$ cat src/rtl/psum_accumulator_pkg.sv
// Shared constants and types for the partial-sum accumulation stage.
// Also consumed by later accumulation stages that reuse sat_add_s.
package psum_accumulator_pkg;

    localparam int INT16     = 16;
    localparam int ACC32     = 32;
    localparam int NUM_LANES = 2;

    typedef enum logic {
        ST_IDLE = 1'b0,
        ST_ACC  = 1'b1
    } acc_state_t;

endpackage

$ cat src/rtl/psum_accumulator_sat_add_s.sv
// Signed W-bit adder that clips to the W-bit signed range.
// Flags an overflow whenever clipping occurred.
module sat_add_s #(
    parameter int W = 32
) (
    input  logic signed [W-1:0] a,
    input  logic signed [W-1:0] b,
    output logic signed [W-1:0] sum,
    output logic                ovf
);

    localparam logic signed [W-1:0] SAT_MAX = {1'b0, {(W-1){1'b1}}};
    localparam logic signed [W-1:0] SAT_MIN = {1'b1, {(W-1){1'b0}}};

    logic signed [W:0] wide;

    assign wide = (W+1)'(a) + (W+1)'(b);

    // The two top bits disagree only when the true sum left the W-bit range.
    always_comb begin
        ovf = wide[W] ^ wide[W-1];
        sum = wide[W-1:0];
        if (ovf) begin
            sum = wide[W] ? SAT_MIN : SAT_MAX;
        end
    end

endmodule

$ cat src/rtl/psum_accumulator.sv
// Final reduction stage: sums the two adder-tree lanes, then accumulates
// each packet into a saturating signed accumulator and emits one result.
module psum_accumulator
    import psum_accumulator_pkg::*;
#(
    parameter int LANE_W    = INT16,
    parameter int ACC_W     = ACC32,
    parameter int MAX_BEATS = 256
) (
    input  logic                        clk,
    input  logic                        reset,
    input  logic [NUM_LANES*LANE_W-1:0] in_sums,
    input  logic                        in_valid,
    input  logic                        in_last,
    output logic signed [ACC_W-1:0]     out_acc,
    output logic                        out_valid,
    output logic                        out_sat,
    output logic                        out_err
);

    localparam int SUM_W = LANE_W + 1;
    localparam int CNT_W = $clog2(MAX_BEATS + 1);
    localparam logic [CNT_W-1:0] MAX_CNT = CNT_W'(MAX_BEATS);

    logic signed [SUM_W-1:0] lane_ext [NUM_LANES];

    genvar gi;
    generate
        for (gi = 0; gi < NUM_LANES; gi++) begin : g_lane
            assign lane_ext[gi] = {in_sums[gi*LANE_W + LANE_W - 1],
                                   in_sums[gi*LANE_W +: LANE_W]};
        end
    endgenerate

    logic signed [SUM_W-1:0] s1_sum_reg;
    logic                    s1_valid_reg;
    logic                    s1_last_reg;

    always_ff @(posedge clk or posedge reset) begin
        if (reset) begin
            s1_sum_reg   <= '0;
            s1_valid_reg <= 1'b0;
            s1_last_reg  <= 1'b0;
        end else begin
            s1_sum_reg   <= lane_ext[0] + lane_ext[1];
            s1_valid_reg <= in_valid;
            s1_last_reg  <= in_valid & in_last;
        end
    end

    acc_state_t              state_reg, state_next;
    logic signed [ACC_W-1:0] acc_reg, acc_next;
    logic [CNT_W-1:0]        cnt_reg, cnt_next;
    logic                    sat_reg, sat_next;
    logic                    close_next;
    logic                    err_next;
    logic                    sat_pkt;
    logic [CNT_W-1:0]        cnt_inc;
    logic signed [ACC_W-1:0] acc_base;
    logic signed [ACC_W-1:0] sum_ext;
    logic signed [ACC_W-1:0] sat_sum;
    logic                    sat_ovf;

    assign sum_ext  = ACC_W'(s1_sum_reg);
    assign acc_base = (state_reg == ST_IDLE) ? '0 : acc_reg;
    assign cnt_inc  = cnt_reg + 1'b1;

    sat_add_s #(
        .W (ACC_W)
    ) u_sat_add (
        .a   (acc_base),
        .b   (sum_ext),
        .sum (sat_sum),
        .ovf (sat_ovf)
    );

    // A closing beat leaves acc, count and sticky flag cleared so the
    // very next beat starts a fresh packet with no bubble.
    always_comb begin
        state_next = state_reg;
        acc_next   = acc_reg;
        cnt_next   = cnt_reg;
        sat_next   = sat_reg;
        close_next = 1'b0;
        err_next   = 1'b0;
        sat_pkt    = ((state_reg == ST_ACC) & sat_reg) | sat_ovf;
        if (s1_valid_reg) begin
            close_next = s1_last_reg | (cnt_inc == MAX_CNT);
            err_next   = ~s1_last_reg & (cnt_inc == MAX_CNT);
            if (close_next) begin
                state_next = ST_IDLE;
                acc_next   = '0;
                cnt_next   = '0;
                sat_next   = 1'b0;
            end else begin
                state_next = ST_ACC;
                acc_next   = sat_sum;
                cnt_next   = cnt_inc;
                sat_next   = sat_pkt;
            end
        end
    end

    always_ff @(posedge clk or posedge reset) begin
        if (reset) begin
            state_reg <= ST_IDLE;
            acc_reg   <= '0;
            cnt_reg   <= '0;
            sat_reg   <= 1'b0;
        end else begin
            state_reg <= state_next;
            acc_reg   <= acc_next;
            cnt_reg   <= cnt_next;
            sat_reg   <= sat_next;
        end
    end

    // Result and flags only change on a close and are held otherwise.
    always_ff @(posedge clk or posedge reset) begin
        if (reset) begin
            out_acc   <= '0;
            out_valid <= 1'b0;
            out_sat   <= 1'b0;
            out_err   <= 1'b0;
        end else begin
            out_valid <= close_next;
            if (close_next) begin
                out_acc <= sat_sum;
                out_sat <= sat_pkt;
                out_err <= err_next;
            end
        end
    end

endmodule
$ cat config.mk
export PLATFORM = sky130hd
export DESIGN_NAME = psum_accumulator
export DESIGN_NICKNAME = d
export VERILOG_FILES = /design/src/rtl/psum_accumulator_pkg.sv /design/src/rtl/psum_accumulator_sat_add_s.sv /design/src/rtl/psum_accumulator.sv
export SDC_FILE = /design/constraint.sdc
export NUM_CORES = 1
export LEC_CHECK = 0
export BUFFER_PORTS_ARGS = -buffer_cell sky130_fd_sc_hd__buf_2
export CAP_MARGIN = 10
export CORE_UTILIZATION = 47
export DETAILED_ROUTE_END_ITERATION = 8
export GPL_TIMING_DRIVEN = 1
export PLACE_DENSITY = 0.74
export SLEW_MARGIN = 5
export SYNTH_ARGS = -nofsm -noshare
export SYNTH_HDL_FRONTEND = slang
export SYNTH_SLANG_ARGS = --single-unit
$ cat constraint.sdc
create_clock -name clk -period 7.85 [get_ports clk]
set_input_delay 0.785 -clock clk [delete_from_list [all_inputs] [get_ports clk]]
set_output_delay 0.785 -clock clk [all_outputs]
set_load 0.05 [all_outputs]
Yosys cells after proc, flatten, opt, wreduce, memory -nomap -nowiden
Cells that the tools add are included.
W data, S select, Z words.
{"block": "op_classes", "bitwise": 7, "n_mux": 9, "n_eq_ne": 1, "add_sub_neg": 3}
{"operator": "$mux W32", "count": 4}
{"operator": "$add A32 B17 Y33", "count": 1}
{"operator": "$add A16 B16 Y17", "count": 1}
{"operator": "$add A9 B1 Y9 const B", "count": 1}
{"operator": "$eq A9 B9 Y1 const B", "count": 1}
{"operator": "$mux W9", "count": 1}
{"operator": "$mux W1", "count": 4}
{"operator": "$and A1 B1 Y1", "count": 3}
{"operator": "$or A1 B1 Y1", "count": 2}
{"operator": "$not A1 Y1", "count": 1}
{"operator": "$xor A1 B1 Y1", "count": 1}
{"block": "word_totals", "register_bits": 97}

Logic depth before layout (Yosys ltp)
{"block": "logic_depth", "ltp_word": 5, "depth_mapped": 15}

Hierarchy
Synthesis repeated with hierarchy kept, for this count alone.
{"block": "hier_totals", "hier_cells": 734, "area_unflattened_um2": 6959.2}
{"mod": "psum_accumulator", "instances": 1, "cells_per_inst": 424, "seq_area_each_um2": 2427.3, "area_each_um2": 4687.0}
{"mod": "sat_add_s", "instances": 1, "cells_per_inst": 310, "seq_area_each_um2": 0.0, "area_each_um2": 2272.2}

Worst setup path after synthesis
OpenSTA, ideal clock, no wires.
{"block": "synth_path", "kind": "register to register", "start": "register state_reg", "end": "register acc_reg[0]", "slack_ns": 4.463, "setup_time_ns": 0.126, "stages_incl_launch_ff": 16, "synth_period_minus_slack_ns": 3.387, "arrival_time_ns": 3.261, "required_time_ns": 7.724, "path_cell_list": "dfrtp_1 clkbuf_1 and2_1 ha_1 inv_1 fa_1 nand2b_1 a21oi_1 o211a_1 o31a_1 o21ai_1 mux2_4 and2_4 buf_6 buf_6 a221o_1"}
{"block": "synth_between", "elab_chain_cells": 5}
{"item": "start, declared", "line_no": "psum_accumulator.sv:51", "rtl": "acc_state_t state_reg, state_next;"}
{"item": "start signal, assigned", "line_no": "psum_accumulator.sv:111", "rtl": "state_reg <= state_next;"}
{"item": "$mux W32 *", "line_no": "psum_accumulator.sv:65", "rtl": "assign acc_base = (state_reg == ST_IDLE) ? '0 : acc_reg;"}
{"item": "$add A32 B17 Y33 *", "line_no": "psum_accumulator_sat_add_s.sv:17", "rtl": "assign wide = (W+1)'(a) + (W+1)'(b);"}
{"item": "$mux W32 / $xor A1 B1 Y1 (equally long branches)", "line_no": "psum_accumulator_sat_add_s.sv:24, psum_accumulator_sat_add_s.sv:21"}
{"item": "$mux W32 *", "line_no": "psum_accumulator_sat_add_s.sv:23", "rtl": "if (ovf) begin"}
{"item": "$mux W32 *", "line_no": "psum_accumulator.sv:90", "rtl": "if (close_next) begin"}
{"item": "end signal, assigned", "line_no": "psum_accumulator.sv:112", "rtl": "acc_reg <= acc_next;"}
{"item": "end, declared", "line_no": "psum_accumulator.sv:52", "rtl": "logic signed [ACC_W-1:0] acc_reg, acc_next;"}
Every way passes the cells marked *; elsewhere a longest branch is shown, timed or not.
A chain may end at the register's enable or synchronous reset.

Worst setup path after layout
{"block": "layout_path", "start": "register state_reg", "end": "register acc_reg[16]"}
Same word-level chain as after synthesis.

==> results.json <==
{
  "outcome": "finished, final reports clean",
  "critPathLaunch": "state_reg",
  "preCtsSetupSlack_ns": 3.49,
  "worst_slack_ns": 3.38,
  "clkSinkCount": 97,
  "hold_buffers": 0,
  "die_h_um": 121,
  "ys_ff_latch": 97,
  "power_uw": 2550,
  "ioPinCount": 71,
  "tightest_slew_ns": 1.18,
  "maxSlewHeadroom_pct": 21.1,
  "rsz0062_at_grt": "no",
  "synthDistinctLibCells": 64,
  "clkLatencyLatePin_ns": 0.36,
  "async_reset_ff_share_pct": 100,
  "grt_pass1_wl_mm": 25.1,
  "post-route-period-util_pct": 56.9,
  "crit_arrival_ns": 4.76,
  "ys_warn_count": 0,
  "finalClockSkew_ns": 0.00802,
  "drv_cap": 0,
  "drc": 0,
  "yosysSeqAreaShare_pct": 36.7,
  "max-clock-path-buffers": 2,
  "multi_input_area_sq_mm": 0.00391,
  "leakage_uw": 0.00338,
  "hold_viol_final": 0,
  "ant_nets": 0,
  "synth-edff-count": 0,
  "overflow": 0,
  "grt_max_degree": 52,
  "antenna_found_initial": 0,
  "initial_utilization_pct": 49.1,
  "clk_pin_slew_ns": 0.06,
  "syn_area_sq_mm": 0.00661,
  "design.die.area_sq_mm": 0.0145,
  "vdd.ir_drop.worst_v": 0.000145,
  "cts_inserted_buffers": 9,
  "die_width_um": 121,
  "root_buffer": "clkbuf_16",
  "postCtsSetupBuffers": 0,
  "tns_ns": 0,
  "reg2reg_from": "state_reg",
  "rows": 42,
  "critical_path.max_fanout": 32,
  "diodes": 0,
  "finalSetupViolCount": 0,
  "area_growth_pct": 11.0,
  "via_count": 5665,
  "port_buffers": 70,
  "dominantRegCellSynth": "dfrtp_1",
  "syn_inst": 755,
  "crit_path_start_kind": "register",
  "cp-end-kind": "register",
  "grt_use_total_pct": 21.7,
  "period_needed_ns": 4.47,
  "drtIter0Drc": 349,
  "drive_gt1_share_pct": 13.0,
  "register_area_sq_mm": 0.00243,
  "dpl.hpwl_mm": 10.7,
  "power.density_mw_per_mm2": 348,
  "fin_nets": 891,
  "cts_tree": "done",
  "synth_nets": 842,
  "first_pass_iters": 5,
  "h-tree-depth": 3,
  "core_sq_mm": 0.0135,
  "fmax_mhz": 224,
  "hold_class": "input pin to asynchronous set/reset pin",
  "crit_type": "register to register",
  "vias_per_cell": 5.76,
  "gp_congestion": 0.900,
  "wl_mm": 14.9,
  "post_cts_resize_count": 0,
  "crit_required_ns": 8.14,
  "ff2ff_path_depth": 12,
  "slew_violations": 0,
  "grt_pass1_vias": 5400,
  "fill_cells": 1314,
  "syn_area_per_cell_sq_um": 8.75,
  "wl_per_cell_um": 15.2
}
## cell families (layout without fill, tap and decap cells)
kind of cell	count (synthesis)	after routing	synth area share, %
AND/OR/NAND/NOR	279	279	20.4
AO/OA/AOI/OAI	224	224	23.4
flip-flops	97	97	36.7
buffers and inverters	64	116	4.11
adder cells (fa/ha/maj)	51	51	9.89
XOR/XNOR	35	35	4.64
multiplexers	5	5	0.833
## routing by layer
metal | global-route usage, % | vias to the layer above | share of wire [%]
li1 | - | 2830 | -
met1 | 28.4 | 2707 | 47
met2 | 35.5 | 113 | 47
met3 | 4.91 | 15 | 4.2
met4 | 6.79 | 0 | 1.3
met5 | 0 | - | 0
## critical path: stages, from the launching register on
cell and delay (ns):
dfrtp_1 0.94, and2_1 0.23, ha_1 0.20, inv_1 0.07
fa_1 0.39, nand2b_1 0.18, a21oi_1 0.38, o211a_1 0.30
o31a_1 0.19, o21ai_1 0.08, mux2i_1 0.24, and2_1 0.97
a221o_1 0.23
## where the power goes
part / internal (uW) / switching [uW]
combinational: 459 / 874
clock: 261 / 183
sequential: 675 / 99.2
total: 1400 / 1160
## cell usage in the layout (no fill, tap or decap), types with 7 or more instances in the layout
master	n
inv_1	27
clkbuf_16	9
xnor2_1	25
a21oi_1	76
a221o_1	27
o21ai_1	8
dfrtp_1	97
buf_2	70
o21a_1	7
nor2b_1	7
and2_1	33
nor3_1	10
xor2_1	10
o21ai_0	35
nand2_1	79
a21o_1	7
nor2_1	78
nand2b_1	8
ha_1	49
nand4_1	10
and3_1	7
o211ai_1	8
nand3_1	20
## final cells by class
| class | instances | area share (%) |
|---|---|---|
| well taps | 176 | 3.00 |
| multi-input cells | 594 | 53.3 |
| flip-flops and latches | 97 | 33.1 |
| inverters | 30 | 1.57 |
| repair buffers | 72 | 4.98 |
| clock inverters | 2 | 0.529 |
| clock buffers | 12 | 3.50 |
## stage by stage
step,util (%),cell area (sq um),cells,hold WS [ns]
3_3_place_gp,52.3,7040,969,0.463
3_5_place_dp,52.3,7040,969,0.474
4_1_cts,54.5,7330,983,0.488
5_1_grt,54.5,7330,983,0.519
6_report,54.5,7330,983,0.486
2_1_floorplan,-,6610,755,0.447
## worst paths after layout
kind                                 end  slack [ns]
setup / recovery             acc_reg[16]        3.38
max in group asynchronous    out_acc[23]        6.33
hold reg to reg              acc_reg[31]        0.49
hold / removal             s1_sum_reg[0]        0.49
setup reg to reg             acc_reg[16]        3.38
min in group clk             acc_reg[31]        0.49
## cell usage after synthesis, types with 10 or more instances
cell      number  share of area [%]
xor2_1        10                1.3
nand3_1       20                1.5
a221o_1       27                4.1
dfrtp_1       97                 37
clkbuf_1      24                1.4
o21ai_0       35                2.7
nor3_1        10               0.76
nand4_1       10               0.95
and2_1        33                3.1
inv_1         28                1.6
xnor2_1       25                3.3
ha_1          49                9.3
nand2_1       79                4.5
a21oi_1       76                5.8
nor2_1        79                4.5
(Power assumes the default switching activity.)
